### src/rtl/gate_bist_pkg.sv
// Shared types and constants for the gate BIST sequencer: FSM states,
// expected truth tables of the supported library cells and the MISR polynomial.
package gate_bist_pkg;

  typedef enum logic [1:0] {
    IDLE,
    WAIT,
    SAMPLE,
    DONE
  } bist_state_e;

  // Truth tables indexed by input vector; vec[N_IN-1] is the first cell input.
  localparam logic [15:0] TT_OAI22 = 16'h111F;
  localparam logic [15:0] TT_AOI22 = 16'h0777;
  localparam logic [3:0]  TT_NAND2 = 4'b0111;
  localparam logic [3:0]  TT_NOR2  = 4'b0001;

  // x^16 + x^12 + x^5 + 1
  localparam logic [15:0] MISR_POLY = 16'h1021;

endpackage

### src/rtl/gate_bist_misr.sv
// 16-bit multiple-input signature register over the sampled {dut_y, dut_vec}.
// Only instantiated when GATE_BIST_SIG_EN is defined.
module gate_bist_misr
  import gate_bist_pkg::*;
#(
  parameter int W_IN = 5
) (
  input  logic            CLK,
  input  logic            RN,
  input  logic            clr,
  input  logic            en,
  input  logic [W_IN-1:0] data,
  output logic [15:0]     sig
);

  logic [15:0] shifted;

  assign shifted = {sig[14:0], 1'b0} ^ (sig[15] ? MISR_POLY : '0);

  always_ff @(posedge CLK) begin
    if (!RN) begin
      sig <= '0;
    end else if (clr) begin
      sig <= '0;
    end else if (en) begin
      sig <= shifted ^ 16'(data);
    end
  end

endmodule

### src/rtl/gate_bist_ctrl.sv
// Exhaustive BIST sequencer for one combinational cell: drives every input
// vector, samples after a settle time, and compares against EXP_TT.
// Optional signature output enabled by GATE_BIST_SIG_EN.
module gate_bist_ctrl
  import gate_bist_pkg::*;
#(
  parameter int          N_IN   = 4,
  parameter int          SETTLE = 2,
  parameter logic [63:0] EXP_TT = 64'(TT_OAI22)
) (
  input  logic            CLK,
  input  logic            RN,
  input  logic            start,
  input  logic            dut_y,
  output logic [N_IN-1:0] dut_vec,
  output logic            busy,
  output logic            done,
  output logic            pass,
  output logic [N_IN:0]   fail_count,
  output logic [N_IN-1:0] first_fail
`ifdef GATE_BIST_SIG_EN
  ,
  output logic [15:0]     sig
`endif
);

  localparam int              NV          = 1 << N_IN;
  localparam logic [NV-1:0]   TT          = EXP_TT[NV-1:0];
  localparam logic [3:0]      SETTLE_LAST = (SETTLE == 0) ? 4'd0 : 4'(SETTLE - 1);
  localparam logic [N_IN-1:0] VEC_LAST    = '1;

  bist_state_e state, state_nxt;
  logic [3:0]  settle_cnt;
  logic        first_seen;
  logic        mismatch;
  logic        last_vec;
  logic        settle_end;

  assign mismatch   = (dut_y != TT[dut_vec]);
  assign last_vec   = (dut_vec == VEC_LAST);
  assign settle_end = (settle_cnt == SETTLE_LAST);

  assign busy = (state != IDLE);
  assign done = (state == DONE);

  always_comb begin
    state_nxt = state;
    case (state)
      IDLE:    if (start) state_nxt = (SETTLE == 0) ? SAMPLE : WAIT;
      WAIT:    if (settle_end) state_nxt = SAMPLE;
      SAMPLE: begin
        if (last_vec)         state_nxt = DONE;
        else if (SETTLE == 0) state_nxt = SAMPLE;
        else                  state_nxt = WAIT;
      end
      DONE:    state_nxt = IDLE;
      default: state_nxt = IDLE;
    endcase
  end

  always_ff @(posedge CLK) begin
    if (!RN) begin
      state      <= IDLE;
      dut_vec    <= '0;
      pass       <= 1'b0;
      fail_count <= '0;
      first_fail <= '0;
      first_seen <= 1'b0;
      settle_cnt <= '0;
    end else begin
      state <= state_nxt;
      case (state)
        IDLE: begin
          dut_vec    <= '0;
          settle_cnt <= '0;
          if (start) begin
            pass       <= 1'b0;
            fail_count <= '0;
            first_fail <= '0;
            first_seen <= 1'b0;
          end
        end
        WAIT: settle_cnt <= settle_end ? 4'd0 : settle_cnt + 4'd1;
        SAMPLE: begin
          if (mismatch) begin
            fail_count <= fail_count + 1'b1;
            if (!first_seen) begin
              first_fail <= dut_vec;
              first_seen <= 1'b1;
            end
          end
          // pass is resolved here so it is already valid while done is high
          if (last_vec) begin
            pass    <= (fail_count == '0) && !mismatch;
            dut_vec <= '0;
          end else begin
            dut_vec <= dut_vec + 1'b1;
          end
        end
        default: ;
      endcase
    end
  end

`ifdef GATE_BIST_SIG_EN
  gate_bist_misr #(
    .W_IN(N_IN + 1)
  ) u_misr (
    .CLK  (CLK),
    .RN   (RN),
    .clr  ((state == IDLE) && start),
    .en   (state == SAMPLE),
    .data ({dut_y, dut_vec}),
    .sig  (sig)
  );
`endif

endmodule
### config.mk
export PLATFORM = sky130hd
export DESIGN_NAME = gate_bist_ctrl
export DESIGN_NICKNAME = d
export VERILOG_FILES = /design/src/rtl/gate_bist_pkg.sv /design/src/rtl/gate_bist_misr.sv /design/src/rtl/gate_bist_ctrl.sv
export SDC_FILE = /design/constraint.sdc
export NUM_CORES = 1
export LEC_CHECK = 0
export CAP_MARGIN = 40
export CELL_PAD_IN_SITES_DETAIL_PLACEMENT = 0
export CELL_PAD_IN_SITES_GLOBAL_PLACEMENT = 2
export CORE_MARGIN = 4
export CORE_UTILIZATION = 30
export DETAILED_ROUTE_END_ITERATION = 12
export GPL_TIMING_DRIVEN = 0
export PLACE_DENSITY_LB_ADDON = 0.1
export SYNTH_ARGS = -nofsm -noshare
export SYNTH_HDL_FRONTEND = slang
export SYNTH_SLANG_ARGS = --single-unit
### constraint.sdc
create_clock -name CLK -period 1.7 [get_ports CLK]
set_input_delay 0.255 -clock CLK [delete_from_list [all_inputs] [get_ports CLK]]
set_output_delay 0.255 -clock CLK [all_outputs]
set_load 0.05 [all_outputs]
Word level (Yosys, flattened, before mapping)

Memories as Yosys holds them, arrays and structs flattened. A register that Yosys moved wholly into a read port is not among the register bits.
Cells that the tools add are included.
Widths: inputs -> output; s select.

$add $sub $neg: 3
$mul: 0
Divide/modulo/power cells: 0
Magnitude comparators: 1
Equality and inequality tests: 11
Shift operators: 0
Muxes and demuxes: 23
Bitwise operators: 0
Reductions and logical operators: 11

Operators by type and width:

| kind                | count |
|---|---|
| $mux 4              | 7 |
| $pmux 4 s2          | 3 |
| $mux 5              | 2 |
| $ne 2x2->1 const B  | 5 |
| $pmux 5 s2          | 1 |
| $add 4x1->4 const B | 2 |
| $pmux 2 s4          | 1 |
| $mux 2              | 3 |
| $reduce_and 3->1    | 2 |
| $reduce_bool 2->1   | 3 |
| $add 5x1->5 const B | 1 |
| $logic_not 5->1     | 1 |
| $lt 4x5->1 const B  | 1 |
| $eq 2x2->1 const B  | 2 |
| $eq 4x1->1 const B  | 1 |
| $eq 4x4->1 const B  | 1 |
| $mux 1              | 4 |
| $pmux 1 s2          | 2 |
| $reduce_and 4->1    | 1 |
| $eq 2x1->1 const B  | 1 |
| $logic_not 2->1     | 1 |
| $reduce_and 2->1    | 1 |
| $logic_and 1x1->1   | 1 |
| $logic_not 1->1     | 1 |
| $ne 1x1->1          | 1 |

Register bits: 21
Latch bits: 0
RAM bits: 0
Bits in read-only memories: 16
Output and inout bits: 16
Memories kept: 1

Memory list:

| name             | depth | width | rd ports | clocked after Yosys merged registers in | write ports | RTL line             | source |
|---|---|---|---|---|---|---|---|
| (name not given) | 16    | 1     | 1        | 1                                       | 0           | gate_bist_ctrl.sv:39 | `assign mismatch = (dut_y != TT[dut_vec]);` |

Longest topological paths before layout

Gate-level depths: netlist (run 1).

Word-level depth: 7
Mapped depth: 5

Least setup slack after synthesis (run 1)

OpenSTA, ideal clock, no wires.

Kind: register to register
Start: register fail_count[0]
End: register pass
Setup time: 0.073 ns
Arrival time: 1.671 ns
Data required time: 1.627 ns
Setup slack: -0.044 ns
Cell stages (with the launch flop): 6
Path buffers: 0
Period minus slack after synthesis: 1.744 ns
Cells stage by stage: dfxtp_1 -> inv_1 -> ha_1 -> or4b_1 -> a2111o_1 -> a21oi_1

Cells in the longest elaborated chain, start to end: 4

RTL lines:

| what                   | RTL line             | source |
|---|---|---|
| from (decl)            | gate_bist_ctrl.sv:19 | `output logic [N_IN:0] fail_count,` |
| from (signal assigned) | gate_bist_ctrl.sv:86 | `fail_count <= fail_count + 1'b1;` |
| $logic_not 5->1        | gate_bist_ctrl.sv:94 | `pass <= (fail_count == '0) && !mismatch;` |
| $logic_and 1x1->1      | gate_bist_ctrl.sv:94 |  |
| $mux 1                 | gate_bist_ctrl.sv:93 | `if (last_vec) begin` |
| $pmux 1 s2             | gate_bist_ctrl.sv:72 | `case (state)` |
| to (signal assigned)   | gate_bist_ctrl.sv:94 |  |
| to (decl)              | gate_bist_ctrl.sv:18 | `output logic pass,` |

No other way between the ends. The select of a mux whose other input is x is not followed.
A chain may end at the register's enable or synchronous reset.

Worst setup path in the final report (run 1)

Start: register dut_vec[3]
End: output port dut_vec[3]

RTL lines:

| what                   | RTL line             | source |
|---|---|---|
| from (decl)            | gate_bist_ctrl.sv:15 | `output logic [N_IN-1:0] dut_vec,` |
| from (signal assigned) | gate_bist_ctrl.sv:97 | `dut_vec <= dut_vec + 1'b1;` |

No word-level cell between the ends.

==> impl_metrics.py, run 1 <==
metrics = {
    "run_status": {
        "outcome": "completed",
    },
    "sta": {
        "worst_pin_slew_ns": 0.491,
        "setup_viol": 0,
        "max_slew_margin": 0.674,
        "setup_tns_ns": 0,
        "slew_viol_final": 0,
        "skew_ns": 0.0129,
        "rsz0062_at_grt": "no",
        "report.final.hold_viol_count": 0,
        "max_freq_ghz": 0.618,
        "fin_hold_ws_ns": 0.391,
        "min_period_ns": 1.62,
        "worst_slack_ns": 0.0808,
        "finalCritPeriodShare": 0.952,
    },
    "cts": {
        "h-tree-depth": 1,
        "postCtsHoldBufs": 0,
        "clockBufferDepth": 2,
        "cts_tree": "yes",
        "insertion_delay_ns": 0.31,
        "cts_buffers": 3,
        "clockRootBuffer": "clkbuf_4",
        "clk_pin_slew_ns": 0.12,
        "cts_sinks": 22,
    },
    "finish": {
        "fin_util": 0.398,
        "final_nets": 151,
        "nFillCells": 354,
        "layout_common_cells": "dfxtp_1 (18), dlygate4sd2_1 (14), a21oi_1 (10)",
        "seq_area_um2": 445,
        "final_cells": 187,
        "multi_input_area_um2": 586,
        "drive_gt1_frac": 0.106,
        "final_common_cell": "dfxtp_1",
        "num_antenna_cells": 0,
        "area_growth_pct": 26.1,
    },
    "critical_path": {
        "crit_type": "reg2out",
        "cp_max_fo": 8,
        "crit_required_ns": 1.44,
        "startpoint_type": "flop",
        "critical_path_buf_inv_count": 1,
        "critPathCaptureType": "output port",
        "cp_num_cells": 1,
        "critPathMaxStageDelay_ns": 0.57,
        "critical_path_arrival_ns": 1.36,
        "worstRegToRegCells": 5,
        "cp_top_family": "buffers and inverters",
        "worst_path_max_delay_cell": "dlygate4sd2_1",
        "cp_cell_sequence": "dlygate4sd2_1",
    },
    "hold_path": {
        "whs_path_depth": 2,
        "min_path_type": "in2reg",
    },
    "route": {
        "drt-initial-drc-count": 35,
        "wl_um": 2480,
        "route.detailed.drc": 0,
        "dr_total_vias": 929,
        "routedWlPerCell_um": 13.3,
        "drt_first_pass_iters": 4,
        "vias_per_cell": 4.97,
        "postRouteAntennaNets": 0,
    },
    "placed_design": {
        "place.gp.congestion": 0.743,
        "pre_cts_slack_ns": -0.371,
        "port_buffers": 18,
        "dp.cells": 183,
        "dp_hpwl_um": 1900,
    },
    "power_and_ir_drop": {
        "comb_power_share": 0.118,
        "p_per_area_mw_per_mm2": 800,
        "p_sw_mw": 0.268,
        "swShare": 0.248,
        "leakage_nw": 0.574,
        "p_int_mw": 0.812,
        "ir_worst_vdd_mv": 0.404,
        "pwr-share-clk": 0.374,
        "pwr-share-seq": 0.508,
    },
    "global_routing": {
        "grt_first_pass_wirelength_um": 4220,
        "grt_pass1_vias": 860,
        "grt_overflow": 0,
        "antenna_found_initial": 0,
        "track_usage": 0.124,
        "grt_max_degree": 14,
    },
    "yosys": {
        "postSynthNetCount": 128,
        "yosysWarnings": 0,
        "avgSynthCellArea_um2": 9.00,
        "synth-seq-cells": 22,
        "yosys.cell_types.count": 38,
        "syn-cell-area_mm2": 0.00107,
        "synth_cells": 119,
        "yosysSeqAreaShare": 0.411,
    },
    "job": {
        "cap_viol_max_count": 0,
    },
    "floorplanning": {
        "initial_utilization": 0.316,
        "coreArea_mm2": 0.00339,
        "dieHeight_um": 67.8,
        "dieWidth_um": 67.8,
        "rows": 21,
        "die-area_mm2": 0.00459,
        "io_pins": 20,
    },
}
-- logic make-up (layout without fill, tap and decap cells) --
family,after synthesis,count (layout),synth area share
simple gates,39,39,0.215
compound gates,35,35,0.228
flops,22,22,0.411
buf+inv,13,35,0.0456
fa+ha+maj,5,5,0.0584
xor+xnor,4,4,0.0327
mux,1,1,0.00935
-- registers in the layout, summed over array words and instances (netlist names), named ones only --
name        count
first_fail      4
state           2
pass            1
dut_vec         4
settle_cnt      4
fail_count      5
first_seen      1
-- power by group through the flow --
stage          Combinational [mW]  Clock [mW]  Sequential, mW
2_1_floorplan              0.0889           0           0.558
3_3_place_gp                0.141           0           0.554
3_5_place_dp                0.140           0           0.554
4_1_cts                     0.137       0.415           0.543
5_1_grt                     0.142       0.440           0.555
6_report                    0.128       0.404           0.548
-- cell type report --
cell class,instances,share of cell area
multi-input cells,84,0.434
flip-flops and latches,22,0.330
repair buffers,19,0.119
well taps,46,0.0426
inverters,10,0.0278
clock inverters,1,0.0222
clock buffers,3,0.0167
plain buffers,2,0.00834
-- synthesized netlist by cell type --
master | count | area (um2)
a2111o_1 | 1 | 11.3
a21oi_1 | 10 | 50.1
a22o_1 | 4 | 35.0
a2bb2oi_1 | 1 | 8.76
a31oi_1 | 1 | 6.26
and2_1 | 1 | 6.26
and3_1 | 2 | 12.5
clkbuf_1 | 3 | 11.3
clkinv_1 | 1 | 3.75
dfxtp_1 | 22 | 440
ha_1 | 5 | 62.6
inv_1 | 9 | 33.8
mux2i_1 | 1 | 10.0
nand2_1 | 7 | 26.3
nand2b_1 | 3 | 18.8
nand3_1 | 9 | 45.0
nand3b_1 | 2 | 15.0
nor2b_1 | 4 | 25.0
nor3_1 | 1 | 5.00
nor3b_1 | 1 | 7.51
o211a_1 | 2 | 20.0
o211ai_1 | 1 | 7.51
o21a_1 | 2 | 15.0
o21ai_0 | 4 | 20.0
o21bai_1 | 1 | 7.51
o22ai_1 | 3 | 18.8
o311a_1 | 1 | 10.0
o311ai_0 | 1 | 8.76
o31ai_1 | 1 | 7.51
o32ai_1 | 1 | 8.76
o41ai_1 | 1 | 8.76
or2_2 | 2 | 12.5
or3_1 | 2 | 12.5
or3b_1 | 1 | 8.76
or4_1 | 2 | 15.0
or4b_1 | 2 | 20.0
xnor2_1 | 3 | 26.3
xor2_1 | 1 | 8.76
-- metrics by stage --
step                total power, mW  instance area [um2]
floorplan                     0.647                 1070
CTS                            1.09                 1340
global placement              0.695                 1310
finish                         1.08                 1350
global route                   1.14                 1350
detailed placement            0.694                 1310
-- routing by layer --
metal	vias up	track usage	routed length (um)
met4	0	0.0228	19
met5	-	0	0
met2	18	0.192	1170
met1	427	0.165	1150
li1	482	-	-
met3	2	0.0449	143
-- what timing repair did --
action,4_1_cts,5_1_grt
endpoints found under the setup margin,16,3
hold endpoints to repair,0,0
buffers inserted,0,1
resized for setup,28,2
-- worst reg2reg max path, delay by kind of cell, from the launching register on --
family	cells	cell delay [ns]
flops	1	0.35
simple gates	1	0.45
compound gates	2	0.52
buf+inv	1	0.08
fa+ha+maj	1	0.14
-- path summary, 6_finish.rpt --
| check | from | endpoint | slack [ns] |
|---|---|---|---|
| worst min-delay path | RN | dut_vec[3]$_SDFFE_PN0N_ | 0.39 |
| worst max register to register | fail_count[0]$_SDFFE_PN0P_ | pass$_SDFFE_PN0P_ | 0.08 |
| worst min register to register | first_fail[2]$_SDFFE_PN0P_ | first_fail[2]$_SDFFE_PN0P_ | 0.49 |
| worst max-delay path | dut_vec[3]$_SDFFE_PN0N_ | dut_vec[3] | 0.08 |
No activity file was read; power rests on OpenSTA's default activity.
==> run 2: changes to the inputs <==
--- a/config.mk
+++ b/config.mk
@@ -8,6 +8,7 @@
 export CAP_MARGIN = 40
 export CELL_PAD_IN_SITES_DETAIL_PLACEMENT = 0
 export CELL_PAD_IN_SITES_GLOBAL_PLACEMENT = 2
+export CORE_ASPECT_RATIO = 0.7
 export CORE_MARGIN = 4
 export CORE_UTILIZATION = 30
 export DETAILED_ROUTE_END_ITERATION = 12
==> run 2 against run 1 <==
Against the previous run:
- global-route usage shrank 0.42 points
- non-clock buffer count is the same
- first-iteration DRC count is the same
- clock-buffer cell count grew 1
- power shrank 1.8%
- cell count grew 0.53%
- via count grew 2.6%
- die area grew 0.33%
- routed wire length grew 8.0%
- setup slack lost 0.042 ns
- critical endpoint is now pass
==> impl_metrics.py, run 2 (same netlist as run 1, synthesis figures left out) <==
metrics = {
    "run_status": {
        "outcome": "completed",
    },
    "global_routing": {
        "grt_max_degree": 13,
        "antenna_found_initial": 0,
        "grt_pass1_vias": 882,
        "track_usage": 0.120,
        "grt_first_pass_wirelength_um": 4350,
        "grt_overflow": 0,
    },
    "cts": {
        "cts_buffers": 3,
        "insertion_delay_ns": 0.26,
        "clk_pin_slew_ns": 0.09,
        "cts_tree": "yes",
        "h-tree-depth": 1,
        "cts_resized": 22,
        "clockBufferDepth": 2,
        "postCtsHoldBufs": 0,
        "cts_sinks": 22,
        "postCtsSetupBuffers": 0,
        "clockRootBuffer": "clkbuf_8",
    },
    "finish": {
        "stdcell_area_mm2": 0.00137,
        "regMostFlops": "fail_count",
        "drive_gt1_frac": 0.0922,
        "seq_area_um2": 444,
        "fin_util": 0.418,
        "final_common_cell": "dfxtp_1",
        "area_growth_pct": 27.9,
        "layout_common_cells": "dfxtp_1 (19), a21oi_1 (10), inv_1 (9), nand3_1 (9)",
        "largest_reg_flops": 5,
        "final_nets": 151,
        "multi_input_area_um2": 582,
        "num_antenna_cells": 0,
        "nFillCells": 343,
    },
    "sta": {
        "setup_tns_ns": 0,
        "skew_ns": 0.00836,
        "slew_viol_final": 0,
        "min_period_ns": 1.66,
        "setup_viol": 0,
        "report.final.hold_viol_count": 0,
        "finalCritPeriodShare": 0.977,
        "max_slew_margin": 0.656,
        "worst_pin_slew_ns": 0.515,
        "rsz0062_at_grt": "no",
        "max_freq_ghz": 0.602,
    },
    "critical_path": {
        "cp_max_fo": 2,
        "crit_required_ns": 1.44,
        "cp_num_cells": 1,
        "critPathCaptureType": "output port",
        "r2r-start": "fail_count[0]$_SDFFE_PN0P_",
        "critPathMaxStageDelay_ns": 0.81,
        "cp_top_family": "buffers and inverters",
        "worst_path_max_delay_cell": "clkdlybuf4s50_1",
        "crit_type": "reg2out",
        "critical_path_buf_inv_count": 1,
        "startpoint_type": "flop",
        "worstRegToRegCells": 5,
        "rr_endpoint": "pass$_SDFFE_PN0P_",
        "cp_cell_sequence": "clkdlybuf4s50_1",
        "critical_path_arrival_ns": 1.41,
        "r2r_setup_slack_ns": 0.12,
    },
    "placed_design": {
        "placed_cell_area_mm2": 0.00131,
        "place.gp.congestion": 0.709,
        "dp_hpwl_um": 1990,
        "port_buffers": 18,
    },
    "power_and_ir_drop": {
        "ir_worst_vdd_mv": 0.360,
        "p_per_area_mw_per_mm2": 774,
        "leakage_nw": 0.634,
    },
    "floorplanning": {
        "io_pins": 20,
        "dieWidth_um": 79.4,
        "coreArea_mm2": 0.00328,
        "die-area_mm2": 0.00461,
        "rows": 17,
        "initial_utilization": 0.327,
        "dieHeight_um": 58.0,
    },
    "hold_path": {
        "hp-start": "RN",
        "min_to": "dut_vec[3]$_SDFFE_PN0N_",
        "min_path_type": "in2reg",
        "whs_path_depth": 2,
    },
    "job": {
        "cap_viol_max_count": 0,
    },
    "route": {
        "vias_per_cell": 5.07,
        "postRouteAntennaNets": 0,
        "drt_first_pass_iters": 4,
        "route.detailed.drc": 0,
        "routedWlPerCell_um": 14.3,
        "dr_total_vias": 953,
        "drt-initial-drc-count": 35,
        "wl_um": 2680,
    },
}
run 2: cell type report:
class | count | share of cell area
multi-input combinational | 84 | 0.425
sequential | 22 | 0.324
timing repair buffer | 18 | 0.127
tap | 47 | 0.0429
clock buffer | 4 | 0.0402
inverter | 10 | 0.0274
buffer | 3 | 0.0137
run 2: how the worst max path moves through the flow:
| stage | from | end | slack, ns |
|---|---|---|---|
| 5_1_grt | first_fail[1]$_SDFFE_PN0P_ | first_fail[1] | 0.005 |
| 2_1_floorplan | dut_vec[0]$_SDFFE_PN0N_ | pass$_SDFFE_PN0P_ | 0.002 |
| 3_5_place_dp | state[0]$_SDFFE_PN0P_ | done | -0.45 |
| 3_3_place_gp | state[0]$_SDFFE_PN0P_ | done | -0.44 |
| 4_1_cts | fail_count[1]$_SDFFE_PN0P_ | fail_count[1] | 0.008 |
| 6_report | pass$_SDFFE_PN0P_ | pass | 0.04 |
run 2: power by group:
part,internal [mW],leakage (nW),total (mW),switching (mW)
clock network,0.206,0.0288,0.379,0.173
logic,0.0493,0.426,0.139,0.0893
registers,0.526,0.179,0.543,0.0170
run 2: layer usage:
| layer | wire [um] | share of wire | global-route usage |
|---|---|---|---|
| met5 | 0 | 0 | 0 |
| met2 | 1090 | 0.40 | 0.175 |
| met4 | 11 | 0.0041 | 0.0147 |
| met1 | 1470 | 0.55 | 0.175 |
| met3 | 114 | 0.043 | 0.0388 |
run 2: stage by stage:
step | power [mW] | worst slack [ns] | std cells | hold slack [ns]
2_1_floorplan | 0.647 | 0.00203 | 119 | 0.448
3_3_place_gp | 0.693 | -0.437 | 184 | 0.460
3_5_place_dp | 0.694 | -0.448 | 184 | 0.470
4_1_cts | 1.07 | 0.00838 | 188 | 0.408
5_1_grt | 1.11 | 0.00515 | 188 | 0.437
6_report | 1.06 | 0.0384 | 188 | 0.404
==> run 3: changes to the inputs <==
--- a/config.mk
+++ b/config.mk
@@ -5,12 +5,13 @@
 export SDC_FILE = /design/constraint.sdc
 export NUM_CORES = 1
 export LEC_CHECK = 0
+export ABC_AREA = 1
 export CAP_MARGIN = 40
 export CELL_PAD_IN_SITES_DETAIL_PLACEMENT = 0
 export CELL_PAD_IN_SITES_GLOBAL_PLACEMENT = 2
 export CORE_ASPECT_RATIO = 0.7
 export CORE_MARGIN = 4
-export CORE_UTILIZATION = 30
+export CORE_UTILIZATION = 28
 export DETAILED_ROUTE_END_ITERATION = 12
 export GPL_TIMING_DRIVEN = 0
 export PLACE_DENSITY_LB_ADDON = 0.1
==> run 3 against run 2 <==
Against the previous run:
- register-to-register slack improved by 0.17 ns
- clock-buffer cell count unchanged
- fmax increased by 8.5%
- routed wire length increased by 8.5%
- global-route usage increased by 0.59 points
- clock skew decreased by 0.0015 ns
- design area increased by 3.6%
- setup slack improved by 0.13 ns
- synthesized cell count increased by 29%
==> impl_metrics.py, run 3 <==
metrics = {
    "yosys": {
        "synth_ff_type": "dfxtp_1",
        "yosys.cell_types.count": 23,
        "synth_simple_gate_area_share": 0.302,
        "yosysTopAreaCell": "dfxtp_1",
        "synthMuxAreaShare": 0,
        "synth_edf_count": 0,
        "yosysWarnings": 0,
        "yosysSeqAreaShare": 0.397,
        "synth_top_area_share": 0.397,
        "synth_top_family_by_area": "simple AND/OR/NAND/NOR gates",
        "avgSynthCellArea_um2": 7.21,
        "synthXorXnorAreaFrac": 0.0158,
        "synth-seq-cells": 22,
        "syn-cell-area_mm2": 0.00111,
        "yosysMostFrequentCell": "nand2_1",
        "synth_cells": 154,
        "synthArstFlopShare": 0,
        "synth_fa_ha_area_frac": 0.0564,
        "synthTopCellsByCount": "nand2_1 (35), inv_1 (23), dfxtp_1 (22), a21oi_1 (15), nor2_1 (13)",
        "yosys-top-cells-area": "dfxtp_1 (40%), nand2_1 (12%), inv_1 (7.8%)",
        "synth-compound-area-share": 0.138,
        "postSynthNetCount": 163,
    },
    "floorplanning": {
        "rows": 18,
        "dieHeight_um": 60.7,
        "coreArea_mm2": 0.00367,
        "die-area_mm2": 0.00505,
        "dieWidth_um": 83.3,
        "io_pins": 20,
        "initial_utilization": 0.302,
    },
    "finish": {
        "final_nets": 187,
        "num_antenna_cells": 0,
        "drive_gt1_frac": 0.107,
        "stdcell_area_mm2": 0.00142,
        "area_growth_pct": 27.8,
        "layout_common_cells": "nand2_1 (35), inv_1 (23), dfxtp_1 (20)",
        "final_cells": 227,
        "regMostFlops": "fail_count",
        "largest_reg_flops": 5,
        "final_common_cell": "nand2_1",
    },
    "power_and_ir_drop": {
        "ir_worst_vdd_mv": 0.331,
        "leakage_nw": 0.739,
        "p_per_area_mw_per_mm2": 778,
    },
    "route": {
        "dr_total_vias": 1042,
        "route.detailed.drc": 0,
        "wl_um": 2910,
        "postRouteAntennaNets": 0,
        "drt-initial-drc-count": 60,
        "vias_per_cell": 4.59,
        "drt_first_pass_iters": 4,
        "routedWlPerCell_um": 12.8,
    },
    "sta": {
        "fin_hold_ws_ns": 0.470,
        "setup_viol": 0,
        "max_freq_ghz": 0.653,
        "finalCritPeriodShare": 0.901,
        "worst_pin_slew_ns": 0.504,
        "report.final.hold_viol_count": 0,
        "min_period_ns": 1.53,
        "max_slew_margin": 0.663,
        "setup_tns_ns": 0,
        "slew_viol_final": 0,
        "rsz0062_at_grt": "no",
        "skew_ns": 0.00685,
    },
    "critical_path": {
        "critPathMaxStageDelay_ns": 0.56,
        "critical_path_buf_inv_count": 1,
        "r2r-start": "dut_vec[0]$_SDFFE_PN0N_",
        "cp_cell_sequence": "dlygate4sd2_1",
        "r2r_setup_slack_ns": 0.29,
        "cp_max_fo": 7,
        "worst_path_max_delay_cell": "dlygate4sd2_1",
        "startpoint_type": "flop",
        "crit_required_ns": 1.44,
        "critPathCaptureType": "output port",
        "worstRegToRegCells": 7,
        "cp_top_family": "buffers and inverters",
        "critical_path_arrival_ns": 1.28,
        "crit_type": "reg2out",
    },
    "global_routing": {
        "grt_max_degree": 13,
        "antenna_found_initial": 0,
        "grt_overflow": 0,
        "track_usage": 0.126,
        "grt_pass1_vias": 997,
        "grt_first_pass_wirelength_um": 4780,
    },
    "placed_design": {
        "dp.cells": 223,
        "dp_hpwl_um": 2250,
        "port_buffers": 19,
        "place.gp.congestion": 0.791,
        "placed_cell_area_mm2": 0.00136,
    },
    "cts": {
        "postCtsHoldBufs": 0,
        "clockRootBuffer": "clkbuf_8",
        "cts_buffers": 3,
        "insertion_delay_ns": 0.27,
        "postCtsSetupBuffers": 0,
        "clk_pin_slew_ns": 0.08,
        "h-tree-depth": 1,
        "clockBufferDepth": 2,
        "cts_sinks": 22,
        "cts_resized": 13,
        "cts_tree": "yes",
    },
    "job": {
        "cap_viol_max_count": 0,
    },
    "hold_path": {
        "hp-start": "first_fail[2]$_SDFFE_PN0P_",
        "min_path_type": "reg2reg",
        "whs_path_depth": 2,
        "min_to": "first_fail[2]$_SDFFE_PN0P_",
    },
    "run_status": {
        "outcome": "completed",
    },
}
## run 3: changes by cell type in the layout (fill, tap and decap cells not counted), moves of 3 or more
cell | previous run | this run
nand4_1 | 0 | 7
nand2b_1 | 3 | 0
nand2_1 | 7 | 35
a22o_1 | 4 | 0
o21ai_0 | 4 | 9
nor2b_1 | 4 | 0
xnor2_1 | 3 | 0
inv_1 | 9 | 23
a21oi_1 | 10 | 15
inv_2 | 0 | 3
nor2_1 | 0 | 13
## run 3: layout make-up
class                      instances  area [um2]
fill                             397        2250
multi-input combinational        105         568
sequential                        22         443
timing repair buffer              19         188
inverter                          26        97.6
tap                               50        62.6
clock buffer                       4        55.1
buffer                             1        5.00
## run 3: cell families (layout without fill, tap and decap cells)
kind of cell / after synthesis / in the layout
AND/OR/NAND/NOR: 69 / 69
AO/OA/AOI/OAI: 29 / 29
buffers and inverters: 27 / 50
flip-flops: 22 / 22
adder cells (fa/ha/maj): 5 / 5
XOR/XNOR: 2 / 2
## run 3: worst max path at each step
stage / startpoint / to / depth (start not counted)
6_report: fail_count[2]$_SDFFE_PN0P_ / fail_count[2] / 1
5_1_grt: dut_vec[0]$_SDFFE_PN0N_ / flop / 7
4_1_cts: pass$_SDFFE_PN0P_ / pass / 1
3_5_place_dp: RN / first_seen$_SDFFE_PN0P_ / 4
3_3_place_gp: RN / dut_vec[1]$_SDFFE_PN0N_ / 4
2_1_floorplan: dut_vec[0]$_SDFFE_PN0N_ / flop / 7
## run 3: power breakdown
part	total (mW)	internal (mW)	switching (mW)	leakage [nW]
Combinational	0.170	0.0515	0.118	0.531
Clock	0.383	0.207	0.177	0.0288
Sequential	0.551	0.531	0.0208	0.179
Total	1.10	0.789	0.316	0.739
## run 3: through the flow
step | setup slack (ns) | util | total power [mW]
floorplan | 0.0962 | - | 0.677
global placement | -0.142 | 0.371 | 0.734
detailed placement | -0.134 | 0.371 | 0.737
CTS | 0.0129 | 0.383 | 1.11
global route | 0.0949 | 0.387 | 1.16
finish | 0.168 | 0.387 | 1.10
## run 3: per-layer routing
layer	vias up	share of wire	routed length [um]	global-route usage
met1	479	0.53	1530	0.168
li1	546	-	-	-
met2	15	0.42	1230	0.196
met4	0	0.0076	22	0.0350
met5	-	0	0	0
met3	2	0.043	126	0.0421
